==> src/rtl/svm_cascade_sched_if.sv <==
// Signal bundle between the cascade scheduler and the pixel source, the pixel/SV
// memories and the decision-function unit. The slave modport is the scheduler side.
interface svm_cascade_sched_if #(
    parameter int XLEN_PIXEL    = 8,
    parameter int NUM_OF_PIXELS = 784,
    parameter int NUM_OF_SV     = 10,
    parameter int NUM_OF_STAGES = 3,
    parameter int MARGIN_W      = 32
);
    localparam int PIX_AW = (NUM_OF_PIXELS > 1) ? $clog2(NUM_OF_PIXELS) : 1;
    localparam int SV_AW  = (NUM_OF_SV > 1) ? $clog2(NUM_OF_SV) : 1;
    localparam int STG_W  = (NUM_OF_STAGES > 1) ? $clog2(NUM_OF_STAGES) : 1;

    logic                       start;
    logic                       pix_valid;
    logic [XLEN_PIXEL-1:0]      pix_data;
    logic                       pix_ready;
    logic                       we;
    logic [PIX_AW-1:0]          wr_addr;
    logic [XLEN_PIXEL-1:0]      wr_data;
    logic                       re;
    logic [PIX_AW-1:0]          rd_pix_addr;
    logic [SV_AW-1:0]           rd_sv_addr;
    logic [STG_W-1:0]           stage_sel;
    logic                       acc_clr;
    logic                       acc_en;
    logic                       sv_last;
    logic                       decision_funct_en;
    logic                       dec_done;
    logic signed [MARGIN_W-1:0] dec_margin;
    logic                       dec_label;
    logic                       result_valid;
    logic                       result_label;
    logic [STG_W-1:0]           result_stage;
    logic                       busy;
    logic                       timeout;

    modport slave (
        input  start, pix_valid, pix_data, dec_done, dec_margin, dec_label,
        output pix_ready, we, wr_addr, wr_data, re, rd_pix_addr, rd_sv_addr,
               stage_sel, acc_clr, acc_en, sv_last, decision_funct_en,
               result_valid, result_label, result_stage, busy, timeout
    );

    modport master (
        output start, pix_valid, pix_data, dec_done, dec_margin, dec_label,
        input  pix_ready, we, wr_addr, wr_data, re, rd_pix_addr, rd_sv_addr,
               stage_sel, acc_clr, acc_en, sv_last, decision_funct_en,
               result_valid, result_label, result_stage, busy, timeout
    );
endinterface

==> src/rtl/svm_cascade_sched.sv <==
// Per-vector scheduler for the cascaded SVM engine: pixel load, kernel read sequencing,
// decision firing and stage escalation. Define SVM_TIMEOUT_EN to enable the WAIT_DEC watchdog.
module svm_cascade_sched #(
    parameter int          XLEN_PIXEL    = 8,
    parameter int          NUM_OF_PIXELS = 784,
    parameter int          NUM_OF_SV     = 10,
    parameter int          NUM_OF_STAGES = 3,
    parameter int          RD_LAT        = 2,
    parameter int          MARGIN_W      = 32,
    parameter int unsigned THRESH        = 1000,
    parameter int unsigned TIMEOUT_CYC   = 4096
) (
    input  logic                  clk,
    input  logic                  rst,
    svm_cascade_sched_if.slave    bus
);
    localparam int PIX_AW = (NUM_OF_PIXELS > 1) ? $clog2(NUM_OF_PIXELS) : 1;
    localparam int SV_AW  = (NUM_OF_SV > 1) ? $clog2(NUM_OF_SV) : 1;
    localparam int STG_W  = (NUM_OF_STAGES > 1) ? $clog2(NUM_OF_STAGES) : 1;
    localparam int DR_W   = (RD_LAT > 1) ? $clog2(RD_LAT) : 1;
    localparam int WD_W   = (TIMEOUT_CYC > 1) ? $clog2(TIMEOUT_CYC) : 1;

    localparam logic [PIX_AW-1:0] PIX_LAST = PIX_AW'(NUM_OF_PIXELS - 1);
    localparam logic [SV_AW-1:0]  SV_LAST  = SV_AW'(NUM_OF_SV - 1);
    localparam logic [STG_W-1:0]  STG_LAST = STG_W'(NUM_OF_STAGES - 1);
    localparam logic [DR_W-1:0]   DR_LAST  = DR_W'(RD_LAT - 1);
    localparam logic [WD_W-1:0]   WD_LAST  = WD_W'(TIMEOUT_CYC - 1);
`ifdef SVM_TIMEOUT_EN
    localparam bit WD_EN = 1'b1;
`else
    localparam bit WD_EN = 1'b0;
`endif

    typedef enum logic [2:0] {IDLE, LOAD, COMPUTE, DRAIN, DECIDE, WAIT_DEC, DONE} state_t;

    state_t                state, state_nxt;
    logic [PIX_AW-1:0]     pix_cnt;
    logic [SV_AW-1:0]      sv_cnt;
    logic [STG_W-1:0]      stage;
    logic [DR_W-1:0]       drain_cnt;
    logic [WD_W-1:0]       wd_cnt;
    logic [XLEN_PIXEL-1:0] wr_data_q;
    logic                  vld_p  [RD_LAT];
    logic                  clr_p  [RD_LAT];
    logic                  last_p [RD_LAT];

    // Magnitude of a signed margin; the most-negative code clamps to max positive.
    function automatic logic [MARGIN_W-1:0] abs_sat(input logic signed [MARGIN_W-1:0] m);
        logic signed [MARGIN_W-1:0] neg;
        neg = -m;
        if (!m[MARGIN_W-1]) return m;
        if (neg[MARGIN_W-1]) return {1'b0, {(MARGIN_W-1){1'b1}}};
        return neg;
    endfunction

    logic accept, load_last, read_last, drain_last, dec_hit, final_dec, wd_expire;

    assign accept     = (state == LOAD) && bus.pix_valid;
    assign load_last  = accept && (pix_cnt == PIX_LAST);
    assign read_last  = (state == COMPUTE) && (pix_cnt == PIX_LAST) && (sv_cnt == SV_LAST);
    assign drain_last = (state == DRAIN) && (drain_cnt == DR_LAST);
    assign dec_hit    = (state == WAIT_DEC) && bus.dec_done;
    assign final_dec  = (abs_sat(bus.dec_margin) >= MARGIN_W'(THRESH)) || (stage == STG_LAST);
    assign wd_expire  = WD_EN && (state == WAIT_DEC) && !bus.dec_done && (wd_cnt == WD_LAST);

    always_ff @(posedge clk or negedge rst) begin
        if (!rst) state <= IDLE;
        else      state <= state_nxt;
    end

    always_comb begin
        state_nxt = state;
        case (state)
            IDLE:     if (bus.start) state_nxt = LOAD;
            LOAD:     if (load_last) state_nxt = COMPUTE;
            COMPUTE:  if (read_last) state_nxt = DRAIN;
            DRAIN:    if (drain_last) state_nxt = DECIDE;
            DECIDE:   state_nxt = WAIT_DEC;
            WAIT_DEC: begin
                if (dec_hit)        state_nxt = final_dec ? DONE : COMPUTE;
                else if (wd_expire) state_nxt = DONE;
            end
            DONE:     state_nxt = IDLE;
            default:  state_nxt = IDLE;
        endcase
    end

    always_comb begin
        bus.pix_ready         = 1'b0;
        bus.re                = 1'b0;
        bus.rd_pix_addr       = '0;
        bus.rd_sv_addr        = '0;
        bus.decision_funct_en = 1'b0;
        bus.result_valid      = 1'b0;
        bus.busy              = (state != IDLE);
        case (state)
            LOAD:    bus.pix_ready = 1'b1;
            COMPUTE: begin
                bus.re          = 1'b1;
                bus.rd_pix_addr = pix_cnt;
                bus.rd_sv_addr  = sv_cnt;
            end
            DECIDE:  bus.decision_funct_en = 1'b1;
            DONE:    bus.result_valid = 1'b1;
            default: ;
        endcase
    end

    // Index counters: pixel inner, SV outer; the pixel counter doubles as the load address.
    always_ff @(posedge clk or negedge rst) begin
        if (!rst) begin
            pix_cnt   <= '0;
            sv_cnt    <= '0;
            stage     <= '0;
            drain_cnt <= '0;
            wd_cnt    <= '0;
        end else begin
            if ((state == IDLE) && bus.start) stage <= '0;
            else if (dec_hit && !final_dec)   stage <= stage + 1'b1;
            if (accept)
                pix_cnt <= load_last ? '0 : pix_cnt + 1'b1;
            else if (state == COMPUTE)
                pix_cnt <= (pix_cnt == PIX_LAST) ? '0 : pix_cnt + 1'b1;
            if ((state == COMPUTE) && (pix_cnt == PIX_LAST))
                sv_cnt <= (sv_cnt == SV_LAST) ? '0 : sv_cnt + 1'b1;
            if (state == DRAIN) drain_cnt <= drain_last ? '0 : drain_cnt + 1'b1;
            wd_cnt <= (state == WAIT_DEC) ? wd_cnt + 1'b1 : '0;
        end
    end

    // p0: pixel-buffer write, one cycle after the accepted beat.
    always_ff @(posedge clk or negedge rst) begin
        if (!rst) begin
            bus.we      <= 1'b0;
            bus.wr_addr <= '0;
            wr_data_q   <= '0;
        end else begin
            bus.we <= accept;
            if (accept) begin
                bus.wr_addr <= pix_cnt;
                wr_data_q   <= bus.pix_data;
            end
        end
    end
    assign bus.wr_data = wr_data_q;

    // p0..p(RD_LAT-1): read-issue flags delayed to line up with returned memory data.
    always_ff @(posedge clk or negedge rst) begin
        if (!rst) begin
            for (int i = 0; i < RD_LAT; i++) begin
                vld_p[i]  <= 1'b0;
                clr_p[i]  <= 1'b0;
                last_p[i] <= 1'b0;
            end
        end else begin
            vld_p[0]  <= (state == COMPUTE);
            clr_p[0]  <= (state == COMPUTE) && (pix_cnt == '0);
            last_p[0] <= (state == COMPUTE) && (pix_cnt == PIX_LAST);
            for (int i = 1; i < RD_LAT; i++) begin
                vld_p[i]  <= vld_p[i-1];
                clr_p[i]  <= clr_p[i-1];
                last_p[i] <= last_p[i-1];
            end
        end
    end
    assign bus.acc_en    = vld_p[RD_LAT-1];
    assign bus.acc_clr   = clr_p[RD_LAT-1];
    assign bus.sv_last   = last_p[RD_LAT-1];
    assign bus.stage_sel = stage;

    always_ff @(posedge clk or negedge rst) begin
        if (!rst) begin
            bus.result_label <= 1'b0;
            bus.result_stage <= '0;
            bus.timeout      <= 1'b0;
        end else if (dec_hit && final_dec) begin
            bus.result_label <= bus.dec_label;
            bus.result_stage <= stage;
            bus.timeout      <= 1'b0;
        end else if (wd_expire) begin
            bus.result_label <= 1'b0;
            bus.result_stage <= stage;
            bus.timeout      <= 1'b1;
        end
    end
endmodule

==> src/flat_wrapper.sv <==
// flat-port wrapper written by rule: the top's interface ports become plain ports
module svm_cascade_sched_flat 
#(
    parameter int          XLEN_PIXEL    = 8,
    parameter int          NUM_OF_PIXELS = 784,
    parameter int          NUM_OF_SV     = 10,
    parameter int          NUM_OF_STAGES = 3,
    parameter int          RD_LAT        = 2,
    parameter int          MARGIN_W      = 32,
    parameter int unsigned THRESH        = 1000,
    parameter int unsigned TIMEOUT_CYC   = 4096
)
  (clk, rst, bus_start, bus_pix_valid, bus_pix_data, bus_dec_done, bus_dec_margin, bus_dec_label, bus_pix_ready, bus_we, bus_wr_addr, bus_wr_data, bus_re, bus_rd_pix_addr, bus_rd_sv_addr, bus_stage_sel, bus_acc_clr, bus_acc_en, bus_sv_last, bus_decision_funct_en, bus_result_valid, bus_result_label, bus_result_stage, bus_busy, bus_timeout);
  svm_cascade_sched_if #(.XLEN_PIXEL(XLEN_PIXEL), .NUM_OF_PIXELS(NUM_OF_PIXELS), .NUM_OF_SV(NUM_OF_SV), .NUM_OF_STAGES(NUM_OF_STAGES), .MARGIN_W(MARGIN_W)) bus_i ();
  input  logic clk;
  input  logic rst;
  input wire logic [$bits(bus_i.start)-1:0] bus_start;
  input wire logic [$bits(bus_i.pix_valid)-1:0] bus_pix_valid;
  input wire logic [$bits(bus_i.pix_data)-1:0] bus_pix_data;
  input wire logic [$bits(bus_i.dec_done)-1:0] bus_dec_done;
  input wire logic [$bits(bus_i.dec_margin)-1:0] bus_dec_margin;
  input wire logic [$bits(bus_i.dec_label)-1:0] bus_dec_label;
  output wire logic [$bits(bus_i.pix_ready)-1:0] bus_pix_ready;
  output wire logic [$bits(bus_i.we)-1:0] bus_we;
  output wire logic [$bits(bus_i.wr_addr)-1:0] bus_wr_addr;
  output wire logic [$bits(bus_i.wr_data)-1:0] bus_wr_data;
  output wire logic [$bits(bus_i.re)-1:0] bus_re;
  output wire logic [$bits(bus_i.rd_pix_addr)-1:0] bus_rd_pix_addr;
  output wire logic [$bits(bus_i.rd_sv_addr)-1:0] bus_rd_sv_addr;
  output wire logic [$bits(bus_i.stage_sel)-1:0] bus_stage_sel;
  output wire logic [$bits(bus_i.acc_clr)-1:0] bus_acc_clr;
  output wire logic [$bits(bus_i.acc_en)-1:0] bus_acc_en;
  output wire logic [$bits(bus_i.sv_last)-1:0] bus_sv_last;
  output wire logic [$bits(bus_i.decision_funct_en)-1:0] bus_decision_funct_en;
  output wire logic [$bits(bus_i.result_valid)-1:0] bus_result_valid;
  output wire logic [$bits(bus_i.result_label)-1:0] bus_result_label;
  output wire logic [$bits(bus_i.result_stage)-1:0] bus_result_stage;
  output wire logic [$bits(bus_i.busy)-1:0] bus_busy;
  output wire logic [$bits(bus_i.timeout)-1:0] bus_timeout;
  assign bus_i.start = bus_start;
  assign bus_i.pix_valid = bus_pix_valid;
  assign bus_i.pix_data = bus_pix_data;
  assign bus_i.dec_done = bus_dec_done;
  assign bus_i.dec_margin = bus_dec_margin;
  assign bus_i.dec_label = bus_dec_label;
  assign bus_pix_ready = bus_i.pix_ready;
  assign bus_we = bus_i.we;
  assign bus_wr_addr = bus_i.wr_addr;
  assign bus_wr_data = bus_i.wr_data;
  assign bus_re = bus_i.re;
  assign bus_rd_pix_addr = bus_i.rd_pix_addr;
  assign bus_rd_sv_addr = bus_i.rd_sv_addr;
  assign bus_stage_sel = bus_i.stage_sel;
  assign bus_acc_clr = bus_i.acc_clr;
  assign bus_acc_en = bus_i.acc_en;
  assign bus_sv_last = bus_i.sv_last;
  assign bus_decision_funct_en = bus_i.decision_funct_en;
  assign bus_result_valid = bus_i.result_valid;
  assign bus_result_label = bus_i.result_label;
  assign bus_result_stage = bus_i.result_stage;
  assign bus_busy = bus_i.busy;
  assign bus_timeout = bus_i.timeout;
  svm_cascade_sched #(.XLEN_PIXEL(XLEN_PIXEL), .NUM_OF_PIXELS(NUM_OF_PIXELS), .NUM_OF_SV(NUM_OF_SV), .NUM_OF_STAGES(NUM_OF_STAGES), .RD_LAT(RD_LAT), .MARGIN_W(MARGIN_W), .THRESH(THRESH), .TIMEOUT_CYC(TIMEOUT_CYC)) u_core (.clk(clk), .rst(rst), .bus(bus_i));
endmodule
==> config.mk <==
export PLATFORM = sky130hd
export DESIGN_NAME = svm_cascade_sched_flat
export DESIGN_NICKNAME = d
export VERILOG_FILES = /design/src/rtl/svm_cascade_sched_if.sv /design/src/rtl/svm_cascade_sched.sv /design/src/flat_wrapper.sv
export SDC_FILE = /design/constraint.sdc
export NUM_CORES = 1
export LEC_CHECK = 0
export BUFFER_PORTS_ARGS = -buffer_cell sky130_fd_sc_hd__clkbuf_2
export CAP_MARGIN = 5
export CORE_ASPECT_RATIO = 1.1
export CORE_UTILIZATION = 52
export CTS_CLUSTER_SIZE = 40
export DETAILED_ROUTE_END_ITERATION = 8
export GPL_TIMING_DRIVEN = 1
export PLACE_DENSITY = 0.88
export SLEW_MARGIN = 20
export SYNTH_ARGS = -nofsm -noshare
export SYNTH_HDL_FRONTEND = slang
export SYNTH_SLANG_ARGS = --single-unit
==> constraint.sdc <==
create_clock -name clk -period 2.9 [get_ports clk]
set_input_delay 0.87 -clock clk [delete_from_list [all_inputs] [get_ports clk]]
set_output_delay 0.87 -clock clk [all_outputs]
set_load 0.01 [all_outputs]
# --- Word level (Yosys, flattened, before mapping) ---
# Index checks and enable logic that the tools add are counted.
classes:
  n_addsub: 5
  magnitude_cmp: 1
  n_eq_ne: 14
  mux: 27
  n_reduce_logical: 18
op_table:
  columns: ["op", "n"]
  rows:
  - ["2-to-1 mux 32 bit", 4]
  - ["2-to-1 mux 10 bit", 5]
  - ["greater-or-equal comparator 32 x 10 -> 1 bit, second input constant", 1]
  - ["negator 32 bit", 1]
  - ["2-to-1 mux 3 bit", 6]
  - ["case mux 3 bit (6 select lines)", 1]
  - ["adder 10 x 1 -> 10 bit, second input constant", 1]
  - ["equality test 10 bit, second input constant", 1]
  - ["logical AND 1 bit", 10]
  - ["logical NOT 10 bit", 1]
  - ["equality test 3 bit, second input constant", 3]
  - ["2-to-1 mux 4 bit", 2]
  - ["inequality test 2 x 1 -> 1 bit, second input constant", 4]
  - ["2-to-1 mux 1 bit", 7]
  - ["equality test 3 x 2 -> 1 bit, second input constant", 2]
  - ["AND reduction 5 bit", 1]
  - ["adder 4 x 1 -> 4 bit, second input constant", 1]
  - ["equality test 4 bit, second input constant", 1]
  - ["2-to-1 mux 2 bit", 2]
  - ["nonzero test 2 bit", 2]
  - ["equality test 3 x 1 -> 1 bit, second input constant", 1]
  - ["logical NOT 3 bit", 1]
  - ["nonzero test 3 bit", 1]
  - ["adder 2 x 1 -> 2 bit, second input constant", 1]
  - ["5 further kinds", 5]
totals:
  regBits: 48
  inputBits: 46
  output_inout_bits: 47
  wordCells: 81

# --- Longest topological paths before layout ---
# Gate-level depths: netlist of the first run.
logic_depth:
  word_depth: 11
  ltp_mapped: 10
  depth_no_buf: 10

# --- Least setup slack after synthesis of the first run ---
# Ideal clock, no wire load.
synth_timing:
  path_kind: "input to register"
  start: "input port bus_dec_margin[0]"
  end: "register u_core.bus.result_label"
  setup_ps: 125
  arrival_ps: 3118
  required_time_ps: 2775
  setup_slack_ps: -342
  cell_stages: 10
  path_buffers: 0
  cell_sequence: "inv_1 ha_1 or3b_2 nor4_4 nand4_2 nor4_2 a211o_2 nand4_2 o21bai_1 mux2_2"
synth_between:
  elab_chain_len: 8
  word_cells_on_any_way: 10
  classes_between: "add/sub (1); order compare (1); mux (6); reduce/logical (2)"
synth_rtl:
  columns: ["item", "line", "source"]
  rows:
  - ["start: declaration", "flat_wrapper.sv:21", "input wire logic [$bits(bus_i.dec_margin)-1:0] bus_dec_margin;"]
  - ["negator 32 bit", "svm_cascade_sched.sv:50", "neg = -m;"]
  - ["2-to-1 mux 1 bit (2 in series)", "svm_cascade_sched.sv:52", "if (neg[MARGIN_W-1]) return {1'b0, {(MARGIN_W-1){1'b1}}};"]
  - ["2-to-1 mux 32 bit", "svm_cascade_sched.sv:53", "return neg;"]
  - ["2-to-1 mux 32 bit *", "svm_cascade_sched.sv:52", null]
  - ["greater-or-equal comparator 32 x 10 -> 1 bit *", "svm_cascade_sched.sv:63", "assign final_dec = (abs_sat(bus.dec_margin) >= MARGIN_W'(THRESH)) || (stage == STG_LAST);"]
  - ["logical OR 1 bit *", "svm_cascade_sched.sv:63", null]
  - ["logical AND 1 bit *", "svm_cascade_sched.sv:176", "end else if (dec_hit && final_dec) begin"]
  - ["end signal: assignment", "svm_cascade_sched.sv:177", "bus.result_label <= bus.dec_label;"]
  - ["end: declaration", "svm_cascade_sched_if.sv:42", "result_valid, result_label, result_stage, busy, timeout"]
# Mark *: on every way between the ends. The rest lies on a longest branch, timed or not. The select of a mux whose other input is x is not followed.
# A chain may end at the register's enable or synchronous reset.

# --- Final worst setup path of the first run ---
layout_timing:
  start: "input port bus_dec_margin[0]"
  end: "register u_core.bus.result_stage[1] in the netlist's numbering"
layout_between:
  elab_chain_len: 8
  word_cells_on_any_way: 10
  classes_between: "add/sub (1); order compare (1); mux (6); reduce/logical (2)"
layout_rtl:
  columns: ["item", "line", "source"]
  rows:
  - ["negator 32 bit", "svm_cascade_sched.sv:50", null]
  - ["2-to-1 mux 1 bit (2 in series)", "svm_cascade_sched.sv:52", null]
  - ["2-to-1 mux 32 bit", "svm_cascade_sched.sv:53", null]
  - ["2-to-1 mux 32 bit *", "svm_cascade_sched.sv:52", null]
  - ["greater-or-equal comparator 32 x 10 -> 1 bit *", "svm_cascade_sched.sv:63", null]
  - ["logical OR 1 bit *", "svm_cascade_sched.sv:63", null]
  - ["logical AND 1 bit *", "svm_cascade_sched.sv:176", null]
  - ["end signal: assignment", "svm_cascade_sched.sv:178", "bus.result_stage <= stage;"]
  - ["end signal: assignment", "svm_cascade_sched.sv:182", "bus.result_stage <= stage;"]
  - ["end: declaration", "svm_cascade_sched_if.sv:42", null]
# Marks and branches as above.

==> flow_summary.yaml, run 1 <==
die:
  coreArea_um2: 5810
  dieWidth_um: 76.3
  initial_core_util: 0.544
  die_area_um2: 6390
  io_pins: 93
  fp.dieH_um: 83.8
  rows: 29
final_layout:
  mostFrequentLayoutCell: "clkbuf_2"
  fillers: 420
  multi_input_area_um2: 1940
  stdcell_count: 566
  nets: 538
  utilization: 0.761
  ff_latch_area_um2: 1200
  antenna_cells: 0
  final_cell_mix: "clkbuf_2 (86), buf_4 (66), dfrtp_1 (48)"
  layout-drive-gt1-share: 0.452
  area_delta_synth_final_pct: 39.9
clock_tree:
  clk_latency_ns: 0.31
  clkTransAtPathRegs_ns: 0.09
  clock_path_buffers: 2
  cts_tree: "built"
  clockRootBuffer: "clkbuf_8"
  cts_buffers: 5
  htreeDepth: 2
  ctsHoldBuffers: 0
  numClockSinks: 48
global_route:
  antenna_found_initial: 0
  grt_pass1_wl_um: 15800
  grt_pass1_vias: 3416
  grt_overflow: 0
  grt_usage: 0.307
  grt_max_degree: 28
place:
  port_buffers: 91
  dpl_worst_slack_ns: -0.504
  dpl.cell_count: 550
  gp_congestion: 0.972
  place_hpwl_um: 6820
power:
  p_leak_nw: 2.17
  cellPowerDensity_nw_per_um2: 580
  vdd_drop_max_uv: 675
run_status:
  violations: "setup timing"
  status: "finished with violations"
yosys:
  yosys_warnings: 0
  synth_area_um2: 3160
  ys_types: 62
  avgSynthCellArea_um2: 9.46
  synth_nets: 384
  ys_seq_elements: 48
  synthArstFlopShare: 1.00
  synthFlopType: "dfrtp_1"
  seq_area_frac_synth: 0.380
  synth_top_area_cell: "dfrtp_1"
  synth_top_area_frac: 0.380
  synth-edff-count: 0
  syn_inst: 334
  synth.area.top_cells: "dfrtp_1 (38%), mux2_2 (8.6%), and3_1 (3.2%), o21ai_0 (3.0%), nor2_1 (2.7%)"
critical_path:
  critical_path_class: "in -> reg"
  cp-end-kind: "register"
  cp_max_fo: 4
  cp.arrival_ns: 3.23
  worstPathRequired_ns: 3.10
  worst_setup_path_start_kind: "input port"
  r2r-start: "u_core.state[0]"
  crit_path_end: "u_core.bus.result_stage[1]"
  r2r_end: "u_core.pix_cnt[9]"
  reg2reg_depth: 8
  crit_start: "bus_dec_margin[0]"
  rrSetupSlack_ns: 0.27
timing:
  drv_slew: 0
  max_freq_mhz: 329
  finalWorstSetupSlack_ns: -0.136
  fin_crit_ns: 3.04
  rsz0062_at_grt: "yes"
  clock_skew_ns: 0.00740
  hold_viol_final: 0
  finalCritPeriodShare: 1.05
  setup_viol: 6
route:
  viasPerCell: 5.98
  ant_nets: 0
  drc_errors: 0
  routed_wl_um: 9360
  first_pass_iters: 6
  vias: 3386
  drt-initial-drc-count: 190
  routedWlPerCell_um: 16.5
min_path:
  hold_class: "reg -> reg"
job:
  maxCapViolCount: 0
## final cells by class
type / instances / area share
inverters: 13 / 0.0122
clock buffers: 5 / 0.0156
well taps: 77 / 0.0218
clock inverters: 3 / 0.0108
repair buffers: 159 / 0.229
multi-input cells: 261 / 0.439
flip-flops and latches: 48 / 0.272
## power by group
part / internal [W] / switching, W
registers: 0.000858 / 0.000177
clock network: 0.000260 / 0.000233
logic: 0.000488 / 0.000546
total: 0.00161 / 0.000957
## registers in the layout, indices dropped and copies added, names as in the netlist, 2 cells and up
| name | flops |
|---|---|
| u_core.bus.wr_data | 8 |
| u_core.pix_cnt | 10 |
| u_core.bus.stage_sel | 2 |
| u_core.bus.result_stage | 2 |
| u_core.state | 3 |
| u_core.sv_cnt | 4 |
| u_core.bus.wr_addr | 10 |
## cell families (layout without fill, tap and decap cells)
group / Yosys count / in the layout / share of synthesized area
flip-flops: 48 / 48 / 0.380
buffers and inverters: 25 / 180 / 0.0313
adder cells (fa/ha/maj): 4 / 4 / 0.0158
AND/OR/NAND/NOR: 154 / 154 / 0.304
XOR/XNOR: 11 / 11 / 0.0305
other: 1 / 1 / 0.00119
AO/OA/AOI/OAI: 62 / 62 / 0.136
multiplexers: 29 / 29 / 0.101
## cell usage after synthesis, types with 2 or more instances
| library cell | instances |
|---|---|
| a211oi_1 | 3 |
| a21o_1 | 6 |
| a21oi_1 | 6 |
| a22oi_1 | 2 |
| a31oi_1 | 3 |
| and2_1 | 5 |
| and3_1 | 16 |
| and4_1 | 2 |
| clkbuf_1 | 9 |
| dfrtp_1 | 48 |
| ha_1 | 4 |
| inv_1 | 13 |
| mux2_2 | 24 |
| mux2i_1 | 5 |
| nand2_1 | 22 |
| nand2b_1 | 6 |
| nand3_1 | 8 |
| nand3b_1 | 3 |
| nand4_1 | 7 |
| nand4_2 | 2 |
| nand4b_1 | 2 |
| nor2_1 | 23 |
| nor2b_1 | 5 |
| nor3_1 | 14 |
| nor3b_1 | 3 |
| nor4_1 | 10 |
| nor4_2 | 2 |
| nor4_4 | 4 |
| o21ai_0 | 19 |
| o22ai_1 | 3 |
| o31ai_1 | 6 |
| or2_2 | 5 |
| or3_1 | 4 |
| or4_1 | 3 |
| xnor2_1 | 5 |
| xor2_1 | 6 |
## routing by layer
layer | vias to the layer above | GRT usage | share of wire
li1 | 1543 | - | -
met1 | 1621 | 0.355 | 0.37
met2 | 179 | 0.550 | 0.52
met3 | 43 | 0.0415 | 0.068
met4 | 0 | 0.159 | 0.040
met5 | - | 0 | 0
## through the flow
step,TNS [ns],instance area [µm²],hold WS (ns),total power (W)
after floorplan,-1.05,3180,0.331,0.00160
after detailed placement,-2.80,4130,0.335,0.00204
after CTS,-0.645,4360,0.356,0.00256
after global placement,-2.46,4130,0.335,0.00198
final,-0.585,4420,0.354,0.00256
after global routing,-1.44,4420,0.365,0.00272
## critical path, cell delays in order
cell      delay (ns)
buf_8           0.10
inv_4           0.04
ha_4            0.12
or3b_4          0.40
nor4_4          0.31
buf_4           0.18
buf_6           0.09
mux2i_1         0.17
a21o_1          0.12
o211ai_1        0.20
o21bai_2        0.30
mux2_4          0.33
## worst min-delay path by stage
stage                                start                 end  cells past startpoint
after detailed placement  u_core.last_p[1]  u_core.bus.sv_last                      0
after floorplan            u_core.clr_p[1]  u_core.bus.acc_clr                      0
final                     u_core.last_p[1]  u_core.bus.sv_last                      0
after global routing       u_core.clr_p[1]  u_core.bus.acc_clr                      0
after CTS                 u_core.last_p[1]  u_core.bus.sv_last                      0
after global placement     u_core.clr_p[1]  u_core.bus.acc_clr                      0
## repair_timing
item                       4_1_cts  5_1_grt
setup buffers                    8        1
pin swaps                       15       14
gates resized for setup         14       16
setup endpoints to repair        6        6
No activity file was read; power rests on OpenSTA's default activity.
==> run 2: changes to the inputs <==
==> constraint.sdc (replaced) <==
create_clock -name clk -period 3.3 [get_ports clk]
set_input_delay 0.99 -clock clk [delete_from_list [all_inputs] [get_ports clk]]
set_output_delay 0.99 -clock clk [all_outputs]
set_load 0.01 [all_outputs]
==> flow_summary.yaml, run 2 (synthesized netlist as in run 1, its figures left out) <==
place:
  place_area_um2: 4070
  place_hpwl_um: 6910
  gp_congestion: 0.871
  port_buffers: 91
die:
  die_area_um2: 6390
  coreArea_um2: 5810
  dieWidth_um: 76.3
  io_pins: 93
  initial_core_util: 0.544
  rows: 29
  fp.dieH_um: 83.8
run_status:
  status: "finished, final reports clean"
min_path:
  min_from: "u_core.vld_p[1]"
  hold_path_depth: 0
  whs_endpoint: "u_core.bus.acc_en"
  hold_class: "reg -> reg"
critical_path:
  worstPathRequired_ns: 3.48
  cp-end-kind: "register"
  path_cells: "buf_6, buf_6, nor4_4, nand3_4, nor4_4, buf_4, mux2i_1, and4_1, o211ai_1, o21bai_2, mux2_2"
  reg2reg_depth: 7
  rrSetupSlack_ns: 0.66
  slowest_stage: "mux2_2"
  r2r-start: "u_core.state[0]"
  r2r_end: "u_core.pix_cnt[9]"
  max_stage_delay_ns: 0.37
  worst_setup_path_start_kind: "input port"
  cp_max_fo: 6
  cp.arrival_ns: 3.41
  critical_path_class: "in -> reg"
power:
  p_leak_nw: 2.06
  p_clk_frac: 0.154
  p_total_w: 0.00212
  p_int_w: 0.00131
  power.switching_w: 0.000811
  vdd_drop_max_uv: 620
  netSwitchingFraction: 0.383
  seqPwrFrac: 0.437
  cellPowerDensity_nw_per_um2: 504
  combPwrFrac: 0.409
global_route:
  grt_usage: 0.284
  grt_max_degree: 26
  antenna_found_initial: 0
  grt_pass1_vias: 3296
  grt_overflow: 0
  grt_pass1_wl_um: 14700
timing:
  worstMarginPinSlew_ns: 0.634
  whs_ns: 0.353
  hold_viol_final: 0
  drv_slew: 0
  max_freq_mhz: 310
  finalCritPeriodShare: 0.977
  timing.slew.headroom: 0.577
  rsz0062_at_grt: "yes"
  setup_tns_ns: 0
  fin_crit_ns: 3.23
  clock_skew_ns: 0.00842
  setup_viol: 0
clock_tree:
  ctsHoldBuffers: 0
  htreeDepth: 2
  cts_tree: "built"
  clock_path_buffers: 2
  cts_buffers: 5
  clkTransAtPathRegs_ns: 0.08
  clk_latency_ns: 0.30
  numClockSinks: 48
  clockRootBuffer: "clkbuf_8"
final_layout:
  utilization: 0.724
  area_delta_synth_final_pct: 33.0
  nets: 526
  layout-drive-gt1-share: 0.420
  final_area_um2: 4200
  mostFrequentLayoutCell: "clkbuf_2"
  final_cell_mix: "clkbuf_2 (89), buf_4 (54), dfrtp_1 (48)"
  fillers: 441
  antenna_cells: 0
route:
  routedWlPerCell_um: 16.1
  ant_nets: 0
  vias: 3220
  first_pass_iters: 4
  drt-initial-drc-count: 231
  drc_errors: 0
  routed_wl_um: 8880
  viasPerCell: 5.82
job:
  maxCapViolCount: 0
==> run 2: cell count changes in the layout (fill, tap and decap cells not counted), sizes merged <==
cell / delta
clkinv: -1
buf: -14
bufinv: -1
clkinvlp: +1
clkbuf: +2
==> run 2: cell type report <==
| type | instances | area, µm² | share of cell area |
|---|---|---|---|
| inverters | 13 | 48.8 | 0.0116 |
| well taps | 77 | 96.3 | 0.0229 |
| repair buffers | 147 | 896 | 0.213 |
| clock inverters | 2 | 12.5 | 0.00298 |
| flip-flops and latches | 48 | 1200 | 0.286 |
| clock buffers | 5 | 68.8 | 0.0164 |
| multi-input cells | 261 | 1880 | 0.447 |
==> run 2: timing repair <==
| item | in CTS | in global routing |
|---|---|---|
| buffers inserted | 0 | 2 |
| resized for setup | 0 | 9 |
| setup endpoints to repair | 0 | 5 |
==> run 2: power by group through the flow <==
stage | Clock [W] | Sequential [W] | Combinational, W
6_report | 0.000327 | 0.000925 | 0.000866
3_3_place_gp | 0 | 0.000919 | 0.000815
3_5_place_dp | 0 | 0.000928 | 0.000850
4_1_cts | 0.000333 | 0.000920 | 0.000855
2_1_floorplan | 0 | 0.000909 | 0.000499
5_1_grt | 0.000356 | 0.000947 | 0.000945
==> run 2: how the worst max path moves through the flow <==
stage | from | to | cells past startpoint
floorplan | bus_dec_margin[5] | u_core.bus.stage_sel[1] | 8
global placement | bus_dec_margin[5] | u_core.bus.result_label | 11
detailed placement | bus_dec_margin[21] | u_core.bus.stage_sel[1] | 10
CTS | bus_dec_margin[21] | u_core.bus.stage_sel[1] | 10
global route | bus_dec_margin[5] | u_core.bus.result_stage[0] | 11
finish | bus_dec_margin[5] | u_core.bus.result_stage[0] | 11
==> run 2: routing by layer <==
layer,wire (µm),GRT usage,vias to the layer above,part of all wire
li1,-,-,1523,-
met1,3440,0.308,1529,0.39
met2,4720,0.544,141,0.53
met3,497,0.0393,27,0.056
met4,229,0.119,0,0.026
met5,0,0,-,0
==> run 2: stage by stage <==
step                      setup WS [ns]  instances
after global placement           -0.213        544
after detailed placement         -0.244        544
after floorplan                 0.00345        334
after CTS                        0.0396        551
final                            0.0749        553
after global routing            -0.0706        553
==> run 2: critical path, delay by kind of cell <==
kind | cells | cell delay (ns)
compound gates | 2 | 0.52
buf+inv | 3 | 0.35
mux | 2 | 0.54
simple gates | 4 | 1.00
